**config.mk**
```make
export PLATFORM = sky130hd
export DESIGN_NAME = sample_buf_ctrl
export DESIGN_NICKNAME = d
export VERILOG_FILES = /design/src/rtl/sample_buf_ctrl.sv
export SDC_FILE = /design/constraint.sdc
export NUM_CORES = 1
export LEC_CHECK = 0
export BUFFER_PORTS_ARGS = -buffer_cell sky130_fd_sc_hd__buf_4
export CORE_MARGIN = 2
export CORE_UTILIZATION = 30
export CTS_BUF_LIST = sky130_fd_sc_hd__clkbuf_8 sky130_fd_sc_hd__clkbuf_16
export DETAILED_ROUTE_END_ITERATION = 10
export MAX_ROUTING_LAYER = met4
export SETUP_SLACK_MARGIN = 0.3
export SYNTH_ARGS = -nofsm -noshare
export SYNTH_HDL_FRONTEND = slang
export SYNTH_SLANG_ARGS = --single-unit
```
**constraint.sdc**
```tcl
create_clock -name clk -period 1.98 [get_ports clk]
set_input_delay 0.198 -clock clk [delete_from_list [all_inputs] [get_ports clk]]
set_output_delay 0.198 -clock clk [all_outputs]
set_load 0.005 [all_outputs]
```
**src/rtl/sample_buf_ctrl.sv**
```systemverilog
// Ping-pong write/read address sequencer for the I/Q sample RAMs ahead of the timing estimator.
// Optional build macro: SAMPLE_BUF_DROP_CNT_EN (saturating dropped-sample counter on drop_cnt).
module sample_buf_ctrl #(
  parameter int DW      = 16,
  parameter int BLK_LEN = 256,
  parameter int AW      = 9
) (
  input  logic          clk,
  input  logic          rst,
  input  logic [DW-1:0] din_i,
  input  logic [DW-1:0] din_q,
  input  logic          din_valid,
  output logic          we,
  output logic [AW-1:0] addr_a,
  output logic [DW-1:0] din_a_i,
  output logic [DW-1:0] din_a_q,
  output logic [AW-1:0] addr_b,
  input  logic          om_ready,
  output logic          rd_valid,
  output logic          rd_sof,
  output logic          rd_eof,
  output logic          ovf,
  output logic [15:0]   drop_cnt
);

  localparam int CW = AW - 1;
  localparam logic [CW-1:0] LAST_CNT = CW'(BLK_LEN - 1);

  typedef enum logic [1:0] {R_IDLE, R_RUN, R_LAST} rstate_t;

  rstate_t       state, state_nxt;
  logic          wr_bank, rd_bank;
  logic [CW-1:0] wr_cnt, rd_cnt;
  logic [1:0]    full, full_nxt;
  logic [AW-1:0] addr_b_hold;
  logic          drop, wr_last, issue, rd_done, rd_start;

  // Write side: the RAM registers these, so they pass straight through.
  assign we      = din_valid & ~full[wr_bank] & ~rst;
  assign drop    = din_valid & full[wr_bank];
  assign wr_last = we & (wr_cnt == LAST_CNT);
  assign addr_a  = {wr_bank, wr_cnt};
  assign din_a_i = din_i;
  assign din_a_q = din_q;

  always_comb begin
    state_nxt = state;
    issue     = 1'b0;
    rd_done   = 1'b0;
    rd_start  = 1'b0;
    case (state)
      R_IDLE: begin
        if (full[rd_bank]) begin
          state_nxt = R_RUN;
          rd_start  = 1'b1;
        end
      end
      R_RUN: begin
        issue = om_ready;
        if (om_ready && (rd_cnt == LAST_CNT)) state_nxt = R_LAST;
      end
      R_LAST: begin
        rd_done   = 1'b1;
        state_nxt = R_IDLE;
      end
      default: state_nxt = R_IDLE;
    endcase
  end

  // Set and clear always hit different banks, so both can apply in one cycle.
  always_comb begin
    full_nxt = full;
    if (wr_last) full_nxt[wr_bank] = 1'b1;
    if (rd_done) full_nxt[rd_bank] = 1'b0;
  end

  assign addr_b = (state == R_RUN) ? {rd_bank, rd_cnt} : addr_b_hold;

  always_ff @(posedge clk or posedge rst) begin
    if (rst) begin
      state       <= R_IDLE;
      wr_bank     <= 1'b0;
      rd_bank     <= 1'b0;
      wr_cnt      <= '0;
      rd_cnt      <= '0;
      full        <= 2'b00;
      addr_b_hold <= '0;
      rd_valid    <= 1'b0;
      rd_sof      <= 1'b0;
      rd_eof      <= 1'b0;
      ovf         <= 1'b0;
    end else begin
      state       <= state_nxt;
      full        <= full_nxt;
      addr_b_hold <= addr_b;
      if (we) begin
        wr_cnt <= wr_cnt + 1'b1;
        if (wr_last) wr_bank <= ~wr_bank;
      end
      if (rd_start) rd_cnt <= '0;
      else if (issue) rd_cnt <= rd_cnt + 1'b1;
      if (rd_done) rd_bank <= ~rd_bank;
      // Markers are delayed one cycle to line up with the RAM read data.
      rd_valid <= issue;
      rd_sof   <= issue & (rd_cnt == '0);
      rd_eof   <= issue & (rd_cnt == LAST_CNT);
      ovf      <= drop;
    end
  end

`ifdef SAMPLE_BUF_DROP_CNT_EN
  always_ff @(posedge clk or posedge rst) begin
    if (rst) begin
      drop_cnt <= 16'h0000;
    end else if (drop && (drop_cnt != 16'hFFFF)) begin
      drop_cnt <= drop_cnt + 16'h0001;
    end
  end
`else
  assign drop_cnt = 16'h0000;
`endif

endmodule

```
==> flow_summary.html <==
<table>
<tr><th>Metric</th><th>Value</th></tr>
<tr><th colspan="2">Yosys</th></tr>
<tr><td>Ys Warns</td><td>0</td></tr>
<tr><td>Register bit total from synthesis</td><td>35</td></tr>
<tr><td>Count of distinct cell types in the synthesized netlist</td><td>36</td></tr>
<tr><td>Number of standard cells after synthesis</td><td>186</td></tr>
<tr><td>Average instance area after synthesis</td><td>10.3 um^2</td></tr>
<tr><td>Part of the Yosys area used for sequential elements</td><td>0.456</td></tr>
<tr><td>Post-synthesis instance area</td><td>1920 um^2</td></tr>
<tr><th colspan="2">Clock tree</th></tr>
<tr><td>Clock-pin slew reported for the worst setup and hold paths after clock tree synthesis</td><td>70 ps</td></tr>
<tr><td>Level count of the clock H-tree</td><td>2</td></tr>
<tr><td>Clock Tree Buf Depth</td><td>2</td></tr>
<tr><td>Cts-stage hold buffer count</td><td>0</td></tr>
<tr><td>CTS tree</td><td>done</td></tr>
<tr><td>Clk sinks</td><td>35</td></tr>
<tr><td>Root cell of the clock tree</td><td>clkbuf_8</td></tr>
<tr><td>Insertion delay of the later-clocked pin in the worst-skew pair</td><td>290 ps</td></tr>
<tr><td>Total clock buffers created by CTS</td><td>5</td></tr>
<tr><th colspan="2">Place</th></tr>
<tr><td>Cell Area, Placed</td><td>1920 um^2</td></tr>
<tr><td>Number of buffers inserted by port buffering</td><td>26</td></tr>
<tr><td>Placed wire-length estimate</td><td>2.46 mm</td></tr>
<tr><td>Final Wtd Congestion</td><td>0.794</td></tr>
<tr><td>Setup slack after placement</td><td>319 ps</td></tr>
<tr><th colspan="2">STA</th></tr>
<tr><td>Transition time at the pin with the least slew margin</td><td>654 ps</td></tr>
<tr><td>Hold Violations, Final</td><td>0</td></tr>
<tr><td>Total negative slack for setup checks</td><td>0 ps</td></tr>
<tr><td>Max-slew headroom</td><td>0.563</td></tr>
<tr><td>Fin crit share</td><td>0.818</td></tr>
<tr><td>Final WS setup</td><td>360 ps</td></tr>
<tr><td>Max Transition Viols Final</td><td>0</td></tr>
<tr><td>Min Hold Slack</td><td>33.4 ps</td></tr>
<tr><td>Final critical path time including I/O delays and setup</td><td>1620 ps</td></tr>
<tr><td>Unrepaired setup endpoints after global routing</td><td>false</td></tr>
<tr><td>Total setup violations reported at the end of the flow</td><td>0</td></tr>
<tr><td>Setup clock skew after layout</td><td>8.07 ps</td></tr>
<tr><td>Maximum frequency from static timing analysis</td><td>617 MHz</td></tr>
<tr><th colspan="2">Power</th></tr>
<tr><td>Net switching component of the power</td><td>566 uW</td></tr>
<tr><td>Power density over the cells</td><td>883 nW/um^2</td></tr>
<tr><td>Static Leakage</td><td>0.00100 uW</td></tr>
<tr><td>Clock network fraction of total power</td><td>0.271</td></tr>
<tr><td>Switching share of power</td><td>0.308</td></tr>
<tr><td>Proportion of power drawn by flip-flops and latches</td><td>0.512</td></tr>
<tr><td>Highest ir drop seen on vdd</td><td>0.328 mV</td></tr>
<tr><td>Cell internal power dissipation</td><td>1270 uW</td></tr>
<tr><td>Combinational share of power</td><td>0.217</td></tr>
<tr><th colspan="2">Floorplanning</th></tr>
<tr><td>Area of the placeable core</td><td>6280 um^2</td></tr>
<tr><td>Die footprint</td><td>7060 um^2</td></tr>
<tr><td>Number of placed I/O pins</td><td>107</td></tr>
<tr><td>DIE WIDTH</td><td>84.0 um</td></tr>
<tr><td>Die span in y</td><td>84.0 um</td></tr>
<tr><td>Initial core utilization</td><td>0.306</td></tr>
<tr><td>Standard-cell rows</td><td>29</td></tr>
<tr><th colspan="2">Routing</th></tr>
<tr><td>Via density per instance</td><td>4.59</td></tr>
<tr><td>Detailed-routing iteration count for the pre-antenna-repair pass</td><td>4</td></tr>
<tr><td>DR DRC count</td><td>0</td></tr>
<tr><td>Remaining antenna violation count after routing</td><td>0</td></tr>
<tr><td>Drt total wl</td><td>3.42 mm</td></tr>
<tr><td>Overall via count from detail_route</td><td>1249</td></tr>
<tr><td>Routed wire per std cell</td><td>12.6 um</td></tr>
<tr><td>First DRT Iteration DRCs</td><td>104</td></tr>
<tr><th colspan="2">GRT</th></tr>
<tr><td>First-pass GRT wire length</td><td>5.80 mm</td></tr>
<tr><td>Gr usage total</td><td>0.105</td></tr>
<tr><td>Largest net degree at the start of global routing</td><td>19</td></tr>
<tr><td>Congestion Overflow GR</td><td>0</td></tr>
<tr><td>Number of antenna violations at the first check in global routing</td><td>0</td></tr>
<tr><td>Via count of the first global-routing pass</td><td>1191</td></tr>
<tr><th colspan="2">Setup path</th></tr>
<tr><td>Endpoint type of the worst setup path</td><td>output port</td></tr>
<tr><td>Data arrival time of the critical path</td><td>1420 ps</td></tr>
<tr><td>Startpoint class of the critical path</td><td>register</td></tr>
<tr><td>Critical path class</td><td>register to output port</td></tr>
<tr><td>CP max FO</td><td>4</td></tr>
<tr><td>Required time worst endpoint</td><td>1780 ps</td></tr>
<tr><th colspan="2">Cells and area</th></tr>
<tr><td>Design area</td><td>2080 um^2</td></tr>
<tr><td>Layout overhead on the synthesized area</td><td>8.46%</td></tr>
<tr><td>Antenna Cells</td><td>0</td></tr>
<tr><td>Most common cell after layout, fill and taps aside</td><td>buf_4</td></tr>
<tr><td>Net total in the final layout</td><td>233</td></tr>
<tr><td>Ratio of cells with drive above 1 in the final layout</td><td>0.272</td></tr>
<tr><td>Commonest cells after routing, fill and taps aside</td><td>36 x buf_4, 34 x dfrtp_1, 16 x conb_1</td></tr>
<tr><th colspan="2">Flow run</th></tr>
<tr><td>Reported max-cap violation count</td><td>0</td></tr>
<tr><th colspan="2">Run status</th></tr>
<tr><td>Result of the run</td><td>finished clean</td></tr>
<tr><th colspan="2">Min path</th></tr>
<tr><td>Class of the tightest hold or removal check</td><td>input port to async pin</td></tr>
</table>
==> synthesized netlist by cell type <==
cell type | number | area (um^2)
or3_1 | 3 | 18.8
dfrtp_1 | 35 | 876
o31ai_2 | 1 | 12.5
conb_1 | 1 | 3.75
nand4_1 | 2 | 12.5
nand2b_1 | 2 | 12.5
and3_1 | 1 | 6.26
nand3_1 | 4 | 20.0
o21bai_1 | 1 | 7.51
nor3_2 | 1 | 10.0
nor3b_2 | 1 | 12.5
mux2i_1 | 2 | 20.0
nor4_1 | 5 | 31.3
nor2_1 | 4 | 15.0
or4_1 | 3 | 22.5
ha_1 | 3 | 37.5
o221a_1 | 1 | 11.3
inv_1 | 8 | 30.0
nor3_1 | 5 | 25.0
clkbuf_1 | 2 | 7.51
o21ai_0 | 4 | 20.0
nand2_1 | 10 | 37.5
xnor2_1 | 5 | 43.8
o21ai_1 | 4 | 20.0
xor2_1 | 5 | 43.8
mux2_1 | 5 | 56.3
nor4b_1 | 1 | 8.76
and2_1 | 1 | 6.26
nand4b_1 | 2 | 17.5
or2_2 | 1 | 6.26
nand3b_1 | 3 | 22.5
mux2_4 | 1 | 15.0
a21oi_1 | 6 | 30.0
buf_4 | 49 | 368
o31ai_1 | 3 | 22.5
or4_4 | 1 | 11.3
==> sequential cells by signal, summed over array words and instances (netlist names), 2 cells and up <==
name	count
state	2
addr_b_hold	9
rd_cnt	8
wr_cnt	8
full	2
==> power by group through the flow <==
stage | Combinational, uW | Clock, uW | Sequential (uW)
finish | 399 | 499 | 942
global route | 459 | 548 | 965
CTS | 404 | 525 | 942
detailed placement | 398 | 0 | 957
global placement | 393 | 0 | 953
floorplan | 309 | 0 | 923
==> per-layer routing <==
layer  global-route usage  wire length [um]
met5                    -                 0
met4               0.0601                76
met3               0.0287               208
met2                0.141              1460
met1                0.141              1670
==> kinds of logic (layout without fill, tap and decap cells) <==
kind of cell	count (synthesis)	count (layout)	share of synthesized area
compound gates	20	20	0.0645
buf+inv	59	53	0.211
fa+ha+maj	3	3	0.0195
other cells	1	16	0.00195
flops	35	35	0.456
xor+xnor	10	10	0.0456
mux	8	8	0.0475
simple gates	50	50	0.154
==> worst paths after layout <==
| check | cells past startpoint | start | slack, ps | to |
|---|---|---|---|---|
| max | 3 | wr_bank$_DFFE_PP0P_ | 360 | we |
| min | 2 | rst | 30 | addr_b_hold[8]$_DFF_PP0_ |
| max reg2reg | 3 | wr_bank$_DFFE_PP0P_ | 420 | full[0]$_DFF_PP0_ |
| min reg2reg | 2 | addr_b_hold[3]$_DFF_PP0_ | 490 | addr_b_hold[3]$_DFF_PP0_ |
| max in group asynchronous | 3 | rst | 1320 | addr_b_hold[3]$_DFF_PP0_ |
| min in group clk | 2 | din_valid | 160 | ovf$_DFF_PP0_ |
==> worst max-delay path, stage by stage (launching register included) <==
cell     delay [ps]
dfrtp_2         420
mux2_4          340
nor3b_4         240
buf_4           150
==> timing repair <==
| item | CTS | global route |
|---|---|---|
| gates resized for setup | 4 | 2 |
| gates cloned | 0 | 0 |
| pin swaps | 1 | 1 |
| buffers inserted | 4 | 4 |
| endpoints found under the setup margin | 10 | 8 |
==> through the flow <==
step	instances	power (uW)	utilization
after floorplan	201	1230	-
after global placement	256	1350	0.305
after detailed placement	256	1360	0.305
after CTS	268	1870	0.326
after global routing	272	1970	0.332
final	272	1840	0.332
==> cell type report <==
class / count / area [um^2]
clock buffer: 5 / 68.8
clock inverter: 3 / 16.3
fill: 645 / 4190
inverter: 8 / 30.0
multi-input combinational: 107 / 714
sequential: 35 / 877
tap: 77 / 96.3
timing repair buffer: 37 / 282
No activity file was read; power rests on OpenSTA's default activity.
